`src/rtl/id_ex_hazard_ctrl.sv`:
```
// ID-stage hazard controller: load-use/branch stalls, taken flushes, mult/div holds.
// Define HAZARD_STALL_CNT_EN to build the saturating stall-cycle counter on StallCount.
module id_ex_hazard_ctrl #(
  parameter int MULDIV_LAT = 4,
  parameter int CNT_W      = 3
) (
  input  logic        Clk,
  input  logic        Rst_n,
  input  logic [4:0]  ID_Rs,
  input  logic [4:0]  ID_Rt,
  input  logic        ID_UsesRs,
  input  logic        ID_UsesRt,
  input  logic        ID_Branch,
  input  logic        ID_Taken,
  input  logic        EX_MemRead,
  input  logic        EX_RegWrite,
  input  logic [4:0]  EX_WriteReg,
  input  logic        EX_MulDiv,
  input  logic        MEM_MemRead,
  input  logic [4:0]  MEM_WriteReg,
  output logic        PCWrite,
  output logic        IFID_Write,
  output logic        IFID_Flush,
  output logic        IDEX_Write,
  output logic        IDEX_Bubble,
  output logic        EXMEM_Bubble,
  output logic        MulDivBusy,
  output logic [31:0] StallCount
);

  typedef enum logic {ST_RUN, ST_WAIT} state_e;

  state_e             state_q, state_d;
  logic [CNT_W-1:0]   cnt_q, cnt_d;
  logic               m_ex, m_mem, stall, muldiv_entry;

  always_comb begin
    m_ex  = (EX_WriteReg != 5'd0) &&
            ((ID_UsesRs && (ID_Rs == EX_WriteReg)) || (ID_UsesRt && (ID_Rt == EX_WriteReg)));
    m_mem = (MEM_WriteReg != 5'd0) &&
            ((ID_UsesRs && (ID_Rs == MEM_WriteReg)) || (ID_UsesRt && (ID_Rt == MEM_WriteReg)));
    stall = (EX_MemRead && m_ex) || (ID_Branch && EX_RegWrite && m_ex) ||
            (ID_Branch && MEM_MemRead && m_mem);
    muldiv_entry = EX_MulDiv && (MULDIV_LAT > 1);
  end

  // NOTE: every output gets a default before the priority chain so no latch is inferred.
  always_comb begin
    PCWrite      = 1'b0;
    IFID_Write   = 1'b0;
    IFID_Flush   = 1'b0;
    IDEX_Write   = 1'b0;
    IDEX_Bubble  = 1'b1;
    EXMEM_Bubble = 1'b1;
    if (Rst_n) begin
      if (state_q == ST_WAIT || muldiv_entry) begin
        IDEX_Bubble  = 1'b0;
      end else if (stall) begin
        IDEX_Write   = 1'b1;
        EXMEM_Bubble = 1'b0;
      end else begin
        PCWrite      = 1'b1;
        IFID_Write   = 1'b1;
        IFID_Flush   = ID_Taken;
        IDEX_Write   = 1'b1;
        IDEX_Bubble  = 1'b0;
        EXMEM_Bubble = 1'b0;
      end
    end
  end

  assign MulDivBusy = Rst_n && (state_q == ST_WAIT);

  // The entry cycle is the first hold cycle, so WAIT lasts MULDIV_LAT-2 cycles;
  // cnt holds the WAIT cycles left including the current one.
  always_comb begin
    state_d = state_q;
    cnt_d   = cnt_q;
    case (state_q)
      ST_RUN: begin
        if (muldiv_entry && (MULDIV_LAT > 2)) begin
          state_d = ST_WAIT;
          cnt_d   = CNT_W'(MULDIV_LAT - 2);
        end
      end
      ST_WAIT: begin
        if (cnt_q <= CNT_W'(1)) begin
          state_d = ST_RUN;
          cnt_d   = '0;
        end else begin
          cnt_d   = cnt_q - CNT_W'(1);
        end
      end
      default: begin
        state_d = ST_RUN;
        cnt_d   = '0;
      end
    endcase
  end

  // NOTE: sequential state uses non-blocking assignments so all flops update together.
  always_ff @(posedge Clk or negedge Rst_n) begin
    if (!Rst_n) begin
      state_q <= ST_RUN;
      cnt_q   <= '0;
    end else begin
      state_q <= state_d;
      cnt_q   <= cnt_d;
    end
  end

`ifdef HAZARD_STALL_CNT_EN
  logic [31:0] stall_cnt_q;

  always_ff @(posedge Clk or negedge Rst_n) begin
    if (!Rst_n) begin
      stall_cnt_q <= '0;
    end else if (!PCWrite && (stall_cnt_q != 32'hFFFF_FFFF)) begin
      stall_cnt_q <= stall_cnt_q + 32'd1;
    end
  end

  assign StallCount = stall_cnt_q;
`else
  assign StallCount = 32'd0;
`endif

endmodule

```
`config.mk`:
```
export PLATFORM = sky130hd
export DESIGN_NAME = id_ex_hazard_ctrl
export DESIGN_NICKNAME = d
export VERILOG_FILES = /design/src/rtl/id_ex_hazard_ctrl.sv
export SDC_FILE = /design/constraint.sdc
export NUM_CORES = 1
export LEC_CHECK = 0
export CAP_MARGIN = 20
export CORE_MARGIN = 1
export CORE_UTILIZATION = 33
export DETAILED_ROUTE_END_ITERATION = 8
export GPL_ROUTABILITY_DRIVEN = 0
export PLACE_DENSITY = 0.85
export SETUP_SLACK_MARGIN = 0.5
export SYNTH_ARGS = -nofsm -noshare
export SYNTH_HDL_FRONTEND = slang
export SYNTH_SLANG_ARGS = --single-unit
```
`constraint.sdc`:
```
create_clock -name Clk -period 5.6 [get_ports Clk]
set_input_delay 1.12 -clock Clk [delete_from_list [all_inputs] [get_ports Clk]]
set_output_delay 1.12 -clock Clk [all_outputs]
set_load 0.01 [all_outputs]
```
# Word level (Yosys, flattened, before mapping)
# Index checks and enable logic that the tools add are counted.
[op_classes]
n_shift = 0
n_bitwise = 1
order_cmp = 1
mux = 19
n_reduce_logical = 19
div = 0
n_addsub = 1
eq_ne = 5
n_mul = 0
[op_table]
columns = ["op", "n"]
rows = [
  ["$eq A5 B5 Y1", 4],
  ["$mux W1", 15],
  ["$logic_and A1 B1 Y1", 12],
  ["$reduce_bool A5 Y1", 2],
  ["$mux W3", 2],
  ["$pmux W3 S2", 1],
  ["$logic_or A1 B1 Y1", 5],
  ["$le A3 B1 Y1 const B", 1],
  ["$sub A3 B1 Y3 const B", 1],
  ["$ne A2 B2 Y1 const B", 1],
  ["$pmux W1 S2", 1],
  ["$not A1 Y1", 1],
]
[totals]
word_cells = 48
latchBits = 0
output_inout_bits = 39
ff_bits = 4
mem_bits_ro = 0
memories = 0
ramBits = 0

# Logic depth before layout (Yosys ltp)
[logic_depth]
ltp_word = 10
depth_mapped = 6
depth_no_buf = 5

# Worst setup path before layout
# No wires, ideal clock.
[synth_path]
path_kind = "input-to-output"
from = "input MEM_WriteReg[0]"
to = "output PCWrite"
cell_stages = 5
required_ns = 4.480
t_arrival_ns = 2.280
path_buffers = 1
path_slack_ns = 2.200
path_cell_list = "or3_1 > o311a_1 > a22oi_2 > and2_2 > buf_4"
[synth_via]
elab_chain_cells = 9
elab_cells_between_ends = 12
[synth_rtl]
columns = ["element", "line_no", "rtl"]
rows = [
  ["start, declared", "20", "input logic [4:0] MEM_WriteReg,"],
  ["$eq A5 B5 Y1", "41", "((ID_UsesRs && (ID_Rs == MEM_WriteReg)) || (ID_UsesRt && (ID_Rt == MEM_WriteReg)));"],
  ["$logic_and A1 B1 Y1", "41", ""],
  ["$logic_or A1 B1 Y1", "41", ""],
  ["$logic_and A1 B1 Y1 (*)", "40", "m_mem = (MEM_WriteReg != 5'd0) &&"],
  ["$logic_and A1 B1 Y1 (*)", "43", "(ID_Branch && MEM_MemRead && m_mem);"],
  ["$logic_or A1 B1 Y1 (*)", "42", "stall = (EX_MemRead && m_ex) || (ID_Branch && EX_RegWrite && m_ex) ||"],
  ["$mux W1 (*) (3 in a row)", "--", ""],
  ["end, declared", "21", "output logic PCWrite,"],
]
# Every way passes the cells marked *; elsewhere a longest branch is shown, timed or not.

# Worst setup path after layout
[layout_path]
from = "input MEM_WriteReg[0]"
to = "output IFID_Flush"
[layout_via]
elab_chain_cells = 9
elab_cells_between_ends = 12
[layout_rtl]
columns = ["element", "line_no", "rtl"]
rows = [
  ["$eq A5 B5 Y1", "41", ""],
  ["$logic_and A1 B1 Y1", "41", ""],
  ["$logic_or A1 B1 Y1", "41", ""],
  ["$logic_and A1 B1 Y1 (*)", "40", ""],
  ["$logic_and A1 B1 Y1 (*)", "43", ""],
  ["$logic_or A1 B1 Y1 (*)", "42", ""],
  ["$mux W1 (*)", "58", "end else if (stall) begin"],
  ["$mux W1 (*)", "56", "if (state_q == ST_WAIT || muldiv_entry) begin"],
  ["$mux W1 (*)", "55", "if (Rst_n) begin"],
  ["end, declared", "23", "output logic IFID_Flush,"],
]
# Marks and branches as above.

==> reports/metrics.csv <==
stage,metric,value,unit
outcome,status,finished clean,
cts,H-tree Lvls,1,
die,die area,2500,um^2
power,Cell Pwr Density,202,nW/um^2
finish,"most common cell after layout, fill and taps aside",clkdlybuf4s50_1,
worst_setup_path,slowest CP cell,clkdlybuf4s50_1,
yosys,Synth cell types,22,
yosys,adder-cell share of the synthesized area,3.29,%
grt,initial antenna violation count,0,
finish,Post-Layout Cell Count,163,
yosys,asr flop ratio synth,100,%
cts,cts hold-fix bufs,0,
routing,Detail Route Antenna Nets,0,
die,Core Area,2190,um^2
yosys,Most used DFF post-synth,dfrtp_1,
sta,min Tclk post-route,4.38,ns
yosys,post-synthesis simple-gate area fraction,13.8,%
min_path,hold depth,1,
sta,final setup TNS,0,ns
yosys,post-synthesis mux area share,0,%
grt,first-pass GRT wire length,2550,um
worst_setup_path,critical path depth in cells,6,
yosys,Synth Area in Compound Gates,11.7,%
cts,CTS resizes,0,
routing,routed vias/inst,4.37,
cts,clk_lat worst skew,0.24,ns
power,Psw,0.0000829,W
cts,# Post-CTS Setup Buffers,0,
placement,PortBufs,36,
worst_setup_path,Buf/Inv on CP,2,
finish,ANT cells,0,
yosys,"area leader, netlist",buf_4,
die,I/O Pins,69,
power,Clk pwr share,17.3,%
grt,global-route usage over all layers,13.7,%
power,Seq pwr share,25.5,%
routing,via count,712,
power,Internal,0.000128,W
power,sw frac,39.2,%
finish,# nets final,169,
worst_setup_path,crit path max fanout,3,
sta,final worst path period share,78.3,%
sta,fmax,228,MHz
yosys,"Seq/Total Area, Yosys",13.2,%
yosys,synth top area cells,"buf_4, xnor2_1, dfrtp_1",
finish,"commonest non-fill, non-tap cells in the layout","clkdlybuf4s50_1, conb_1, xnor2_1, nand2_1, o21ai_0",
power,Leak,0.437,nW
worst_setup_path,crit-path cells,"clkdlybuf4s50_1, or3_1, o311a_1, a22oi_2, and3_1, clkdlybuf4s50_1",
grt,Overflow after GRT,0,
finish,fin util,47.8,%
finish,Area Overhead vs Synth,37.7,%
worst_setup_path,Setup crit end kind,output pin,
finish,Finished Cell Area,1050,um^2
yosys,XOR/XNOR Fraction of Synth Area,23.0,%
cts,CTS root buffer,clkbuf_4,
routing,total wire length,1610,um
sta,"Hold Violations, Final",0,
power,VDD IR max,0.0756,mV
yosys,Yosys warnings,0,
routing,DRT iter0 DRCs,13,
placement,placed cell area,1020,um^2
die,die width,50.0,um
sta,Clock Skew,0.00751,ns
grt,vias in the first global route,656,
yosys,top cell type's share of synthesized area,32.6,%
placement,Cells after DPL,160,
yosys,Seq cells post-synth,4,
yosys,mapped cell area,761,um^2
worst_setup_path,critical path's top delay family,buffers and inverters,
cts,clk sinks,4,
cts,CTS Buffer Depth,2,
sta,Max Slew Vio Count,0,
flow_run,Max Cap Viol,0,
worst_setup_path,Setup crit start kind,input pin,
worst_setup_path,CP arrival,3.26,ns
sta,RSZ-0062 raised after global routing,no,
cts,total CTS buffers,3,
finish,layout filler cell count,220,
die,Initial Utilization,34.7,%
worst_setup_path,FF-to-FF path depth,5,
cts,"CTS clk-pin slew, worst paths",0.03,ns
sta,Fin Hold WS,0.540,ns
yosys,main combinational cell family by area after synthesis,buffers and inverters,
placement,post-DP HPWL,1430,um
sta,final setup vio count,0,
routing,Wirelength per Cell,9.88,um
yosys,"Avg Cell Area, Syn",7.76,um^2
worst_setup_path,Setup Crit Path Kind,input pin to output pin,
finish,layout cells sized above 1,3.70,%
die,Site Rows,17,
power,Comb pwr share,57.2,%
worst_setup_path,most frequent cell on the critical path,clkdlybuf4s50_1,
worst_setup_path,Worst EP required,4.48,ns
yosys,number of synthesized flops with an enable pin,0,
cts,TritonCTS clock tree,built,
min_path,worst hold path class,flip-flop to flip-flop,
yosys,Post-Synthesis Cells,98,
grt,pin count of the biggest net entering global routing,8,
worst_setup_path,crit-path max cell delay,0.53,ns
routing,DRC viols,0,
die,Die Y,50.0,um
routing,drt pass-1 iters,4,
==> area by class of cell <==
type / instances / area [um^2] / area share [%]
Multi-Input combinational cell: 88 / 514 / 49.1
Timing Repair Buffer: 36 / 360 / 34.4
Sequential cell: 4 / 100 / 9.56
Tap cell: 28 / 35.0 / 3.35
Clock buffer: 3 / 22.5 / 2.15
Inverter: 4 / 15.0 / 1.43
==> metrics by stage <==
stage          total power (W)  worst slack, ns
2_1_floorplan         0.000138             2.20
3_3_place_gp          0.000169             1.27
3_5_place_dp          0.000175             1.23
4_1_cts               0.000214             1.23
5_1_grt               0.000233             1.15
6_report              0.000211             1.22
==> state kept, by name (all words and copies together), names as in the netlist <==
register  cells
cnt_q         3
state_q       1
==> power by group through the flow <==
stage | clock (W) | sequential [W] | combinational [W]
6_report | 0.0000366 | 0.0000539 | 0.000121
5_1_grt | 0.0000395 | 0.0000563 | 0.000137
4_1_cts | 0.0000379 | 0.0000544 | 0.000121
3_5_place_dp | 0 | 0.0000543 | 0.000121
3_3_place_gp | 0 | 0.0000536 | 0.000116
2_1_floorplan | 0 | 0.0000511 | 0.0000871
==> per-layer routing <==
layer  GRT usage, %  routed length [um]
met1           12.3                 578
met2           25.1                 850
met3           2.78                 119
met4           12.4                  63
met5              0                   0
==> worst paths after layout <==
kind | from | to | slack (ns)
max | MEM_WriteReg[0] | IFID_Flush | 1.22
min | cnt_q[0] | cnt_q[0] | 0.54
max reg2reg | cnt_q[1] | state_q | 4.33
min reg2reg | cnt_q[0] | cnt_q[0] | 0.54
max in group asynchronous | Rst_n | cnt_q[0] | 4.28
min in group asynchronous | Rst_n | cnt_q[2] | 1.11
==> cells by family after synthesis <==
family | count (synthesis)
compound gates | 14
xor+xnor | 20
fa+ha+maj | 2
buf+inv | 37
flops | 4
other cells | 1
simple gates | 20
==> Yosys cell counts (2+ instances only) <==
cell type and count:
ha_1 2, inv_1 4, dfrtp_1 4, nand4_1 4, a21oi_1 3, o22ai_1 3
and2_1 2, nand2_1 5, buf_4 33, xnor2_1 20, o21ai_0 5, nor2_1 3
(Power assumes the default switching activity.)
